===== src/rtl/dcache_responder.sv =====
// Direct-mapped, write-back, write-allocate data cache for the memory stage.
// Hits complete combinationally; misses stall while the victim is written back and the line refilled.
module dcache_responder #(
  parameter int INDEX_BITS  = 4,
  parameter int OFFSET_BITS = 2
) (
  input  logic        clk_i,
  input  logic        rst_i,
  input  logic        read_en_i,
  input  logic        write_en_i,
  input  logic [31:0] addr_i,
  input  logic [31:0] write_data_i,
  output logic [31:0] read_data_o,
  output logic        stall_o,
  output logic        mem_req_o,
  output logic        mem_we_o,
  output logic [31:0] mem_addr_o,
  output logic [31:0] mem_wdata_o,
  input  logic [31:0] mem_rdata_i,
  input  logic        mem_ready_i
);
  localparam int SETS      = 2**INDEX_BITS;
  localparam int WORDS     = 2**OFFSET_BITS;
  localparam int LINE_BITS = INDEX_BITS + OFFSET_BITS;
  localparam int TAG_BITS  = 30 - LINE_BITS;

  typedef enum logic [1:0] {IDLE, WRITEBACK, REFILL} state_e;

  state_e                 state_q;
  logic [OFFSET_BITS-1:0] cnt_q;
  logic [OFFSET_BITS-1:0] cnt_d;
  logic [INDEX_BITS-1:0]  miss_index_q;
  logic [TAG_BITS-1:0]    miss_tag_q;
  logic [TAG_BITS-1:0]    victim_tag_q;
  logic [SETS-1:0]        valid_q;
  logic [SETS-1:0]        dirty_q;
  logic [TAG_BITS-1:0]    tag_q  [SETS];
  logic [31:0]            data_q [SETS*WORDS];

  logic [OFFSET_BITS-1:0] req_offset;
  logic [INDEX_BITS-1:0]  req_index;
  logic [TAG_BITS-1:0]    req_tag;
  logic                   req;
  logic                   hit;
  logic                   miss;
  logic                   last_word;
  logic                   unused_addr_bits;

  assign req_offset       = addr_i[OFFSET_BITS+1:2];
  assign req_index        = addr_i[LINE_BITS+1:OFFSET_BITS+2];
  assign req_tag          = addr_i[31:LINE_BITS+2];
  assign unused_addr_bits = ^addr_i[1:0];

  assign req       = read_en_i | write_en_i;
  assign hit       = req && valid_q[req_index] && (tag_q[req_index] == req_tag);
  assign miss      = (state_q == IDLE) && req && !hit;
  assign last_word = (cnt_q == {OFFSET_BITS{1'b1}});
  assign cnt_d     = cnt_q + 1'b1;

  // Memory-side outputs depend only on registered state, so they move on edges or reset.
  always_comb begin
    stall_o     = 1'b1;
    read_data_o = '0;
    mem_req_o   = 1'b0;
    mem_we_o    = 1'b0;
    mem_addr_o  = '0;
    mem_wdata_o = '0;
    case (state_q)
      IDLE: begin
        stall_o = req && !hit;
        if (hit) read_data_o = data_q[{req_index, req_offset}];
      end
      WRITEBACK: begin
        mem_req_o   = 1'b1;
        mem_we_o    = 1'b1;
        mem_addr_o  = {victim_tag_q, miss_index_q, cnt_q, 2'b00};
        mem_wdata_o = data_q[{miss_index_q, cnt_q}];
      end
      REFILL: begin
        mem_req_o  = 1'b1;
        mem_addr_o = {miss_tag_q, miss_index_q, cnt_q, 2'b00};
      end
      default: ;
    endcase
  end

  always_ff @(posedge clk_i or negedge rst_i) begin
    if (!rst_i) begin
      state_q      <= IDLE;
      cnt_q        <= '0;
      miss_index_q <= '0;
      miss_tag_q   <= '0;
      victim_tag_q <= '0;
      valid_q      <= '0;
      dirty_q      <= '0;
    end else begin
      case (state_q)
        IDLE: begin
          if (miss) begin
            miss_index_q <= req_index;
            miss_tag_q   <= req_tag;
            victim_tag_q <= tag_q[req_index];
            cnt_q        <= '0;
            state_q      <= (valid_q[req_index] && dirty_q[req_index]) ? WRITEBACK : REFILL;
          end else if (hit && write_en_i) begin
            dirty_q[req_index] <= 1'b1;
          end
        end
        WRITEBACK: begin
          if (mem_ready_i) begin
            cnt_q <= cnt_d;
            if (last_word) state_q <= REFILL;
          end
        end
        REFILL: begin
          if (mem_ready_i) begin
            cnt_q <= cnt_d;
            if (last_word) begin
              valid_q[miss_index_q] <= 1'b1;
              dirty_q[miss_index_q] <= 1'b0;
              state_q               <= IDLE;
            end
          end
        end
        default: state_q <= IDLE;
      endcase
    end
  end

  // Tag and data storage carry no reset; valid_q alone qualifies them.
  always_ff @(posedge clk_i) begin
    if (state_q == IDLE && hit && write_en_i) begin
      data_q[{req_index, req_offset}] <= write_data_i;
    end
    if (state_q == REFILL && mem_ready_i) begin
      data_q[{miss_index_q, cnt_q}] <= mem_rdata_i;
      if (last_word) tag_q[miss_index_q] <= miss_tag_q;
    end
  end
endmodule


===== config.mk =====
export PLATFORM = sky130hd
export DESIGN_NAME = dcache_responder
export DESIGN_NICKNAME = d
export VERILOG_FILES = /design/src/rtl/dcache_responder.sv
export SDC_FILE = /design/constraint.sdc
export NUM_CORES = 2
export LEC_CHECK = 0
export BUFFER_PORTS_ARGS = -buffer_cell sky130_fd_sc_hd__buf_2
export CAP_MARGIN = 5
export CORE_MARGIN = 1
export CORE_UTILIZATION = 55
export CTS_BUF_LIST = sky130_fd_sc_hd__clkbuf_8
export DETAILED_ROUTE_END_ITERATION = 7
export PLACE_DENSITY = 0.71
export SKIP_CTS_REPAIR_TIMING = 1
export SLEW_MARGIN = 30
export SYNTH_ARGS = -nofsm -noshare
export SYNTH_HDL_FRONTEND = slang
export SYNTH_SLANG_ARGS = --single-unit

===== constraint.sdc =====
create_clock -name clk_i -period 6.5 [get_ports clk_i]
set_clock_uncertainty 0.1 [all_clocks]
set_input_delay 0.975 -clock clk_i [delete_from_list [all_inputs] [get_ports clk_i]]
set_output_delay 0.975 -clock clk_i [all_outputs]
set_load 0.1 [all_outputs]

==> qor.csv <==
metric;value;unit
status;complete, no violations;
die_height;456;µm
post_synthesis_sequential_area_ratio;0.665;
dpl.hpwl;228;mm
detailed_place.area;0.122;mm²
timing.reg2reg.worst_path_depth;11;
rr_startpoint;tag_q[7][5]$_DFFE_PP_;
critical_path.reg2reg.endpoint;data_q[26][31]$_DFFE_PP_;
hold_slack;14.9;ps
synth_area_per_cell;20.8;µm²
synthDistinctLibCells;69;
ctsLongestPathBuffers;4;
htree_num_levels;5;
critPathRequiredTime;5420;ps
postLayoutCoreUtil;0.633;
synth_flop_cell;sky130_fd_sc_hd__edfxtp_1;
holdPathStages;2;
total_number_of_clock_tree_sinks;2520;
core;0.205;mm²
tritoncts_clock_tree;built;
fillerInstances;13700;
max-cap-violations;0;
slew_viol_final;0;
grt_pass1_wl;523;mm
postRouteWirelength;379;mm
synth-async-reset-ratio;0.0349;
avgRoutedWirePerCell;41.7;µm
worstHoldPathType;input port to register;
post-route-period-util;0.963;
worst-r2r-setup-slack;1830;ps
ys_ff_latch;2520;
syn-cell-area;0.113;mm²
crit_arrival;5190;ps
final_cell_area;0.129;mm²
start_kind;register;
area_delta_synth_final;14.4;%
die_x;456;µm
vdd.ir_drop.worst;0.387;mV
drcViolationCount;0;
netlist_instances;5454;
vias;67700;
p_leak;42.0;nW
setup.worst_path.end_class;output pin;
floorplan.io_pins;200;
most-common-layout-cells;sky130_fd_sc_hd__edfxtp_1, sky130_fd_sc_hd__mux4_2, sky130_fd_sc_hd__clkbuf_8;
clk_pin_slew_worst_setup_hold_paths;60;ps
detailedRoute.firstPassIterationCount;6;
via_per_inst;7.45;
hold_viol_final;0;
maxClockFrequency;0.160;GHz
antenna_found_initial;31;
setup_viol;0;
drtIter0Drc;11100;
grt_start_max_net_pins;83;
power.density;354;mW/mm²
report.power.total;0.0459;W
io_buffers;195;
grt_residual_overflow;0;
globalRouteTotalUtil;0.368;
timing.final.crit_period;6260;ps
mostFrequentLayoutCell;sky130_fd_sc_hd__edfxtp_1;
clkLatencyLatePin;1160;ps
crit_type;register to output pin;
gp_routability_congestion;0.920;
finish.net_count;6168;
transition_at_the_pin_with_the_smallest_max_transition_slack;1080;ps
critPathMaxFanout;35;
floorplan.die_area;0.208;mm²
floorplan.initialDensity;0.553;
maxSlewHeadroom;0.273;
hold_end;miss_tag_q[13]$_DFFE_PN0P_;
synth_edf_count;2432;
source_of_the_worst_hold_timing_path;addr_i[21];
rsz0062_at_grt;false;
fin_setup_tns;0;ps
first_global_vias;67400;
ctsRootBufferMaster;sky130_fd_sc_hd__clkbuf_8;
ys.warnings.count;0;
drive_gt1_frac;0.401;
rows;166;
cts_made_buffers;417;
ant_nets;0;
-- power breakdown --
group	switching, W	leakage [nW]	total, W	internal (W)
Clock	0.00637	4.33	0.0130	0.00658
Combinational	0.00778	14.7	0.0129	0.00517
Sequential	0.000762	22.9	0.0200	0.0192
Total	0.0149	42.0	0.0459	0.0310
-- worst max-delay path: stages, from the launching register on --
cell and delay (ps):
sky130_fd_sc_hd__dfrtp_4 1060, sky130_fd_sc_hd__buf_12 380, sky130_fd_sc_hd__buf_4 330, sky130_fd_sc_hd__mux4_2 550, sky130_fd_sc_hd__a22o_1 190, sky130_fd_sc_hd__a221oi_1 220
sky130_fd_sc_hd__o211ai_1 150, sky130_fd_sc_hd__a21oi_1 440, sky130_fd_sc_hd__a21boi_0 250, sky130_fd_sc_hd__buf_2 350
-- flip-flops by register name, indices dropped and copies added (netlist names) --
signal        count
data_q         2048
tag_q           384
miss_tag_q       24
victim_tag_q     24
dirty_q          16
valid_q          16
miss_index_q      4
cnt_q             2
state_q           2
-- layer usage --
metal	part of all wire	global-route usage
met1	0.33	0.481
met2	0.45	0.549
met3	0.15	0.125
met4	0.066	0.200
met5	0.0013	0.00941
-- kinds of logic after synthesis --
| kind of cell | count (synthesis) | synth area share |
|---|---|---|
| multiplexers | 1463 | 0.263 |
| other | 1 | 0.0000331 |
| AND/OR/NAND/NOR | 504 | 0.0224 |
| XOR/XNOR | 28 | 0.00217 |
| AO/OA/AOI/OAI | 501 | 0.0310 |
| buffers and inverters | 433 | 0.0164 |
| adder cells (fa/ha/maj) | 4 | 0.000442 |
| flip-flops | 2520 | 0.665 |
-- worst max-delay path by stage --
stage               cells past startpoint  slack (ps)               to                 start
floorplan                              10       -1320   read_data_o[1]             addr_i[4]
global placement                       15         380  read_data_o[26]             addr_i[4]
detailed placement                     15         400  read_data_o[26]             addr_i[4]
CTS                                     8         280   mem_wdata_o[2]  cnt_q[0]$_DFFE_PN0P_
global route                            9         150  mem_wdata_o[17]  cnt_q[0]$_DFFE_PN0P_
finish                                  9         240  mem_wdata_o[17]  cnt_q[0]$_DFFE_PN0P_
-- per-stage QoR --
step / setup WS, ps / instances
4_1_cts: 278 / 9058
2_1_floorplan: -1320 / 5455
6_report: 240 / 9082
5_1_grt: 145 / 9065
3_5_place_dp: 403 / 8328
3_3_place_gp: 377 / 8323
-- cell usage after synthesis, drive strengths merged (5+ instances only) --
master	n	area, µm²
a21oi	29	145
a22oi	148	1110
or4	15	116
xnor2	12	105
o22ai	150	938
and2	20	125
nand3	32	160
o22a	6	52.6
a22o	22	193
mux2	100	1130
or3	11	68.8
dfrtp	88	2200
a2111oi	8	70.1
o31ai	5	37.5
nand4	21	131
mux2i	163	1630
clkbuf	207	777
nand2	100	375
inv	23	86.3
a211oi	20	150
o31a	10	87.6
nand2b	14	87.6
nor3	84	430
nor2	110	413
o211ai	7	52.6
a221oi	7	67.6
mux4	1200	27000
o21ai	41	205
xor2	16	140
nor4	14	100
nor2b	56	350
edfxtp	2432	73000
o21a	9	67.6
or2	19	119
buf	203	995
a31oi	9	56.3
-- area by class of cell --
cell class              instances  area [µm²]  area share
inverters                      23        86.3    0.000667
clock inverters               289        1420      0.0109
repair buffers                599        6120      0.0473
flip-flops and latches       2520       75300       0.581
clock buffers                 441        6070      0.0469
well taps                    2688        3360      0.0260
diodes                         20        50.0    0.000387
multi-input cells            2502       37100       0.287
Note: power is estimated with default switching activity, not from simulation.
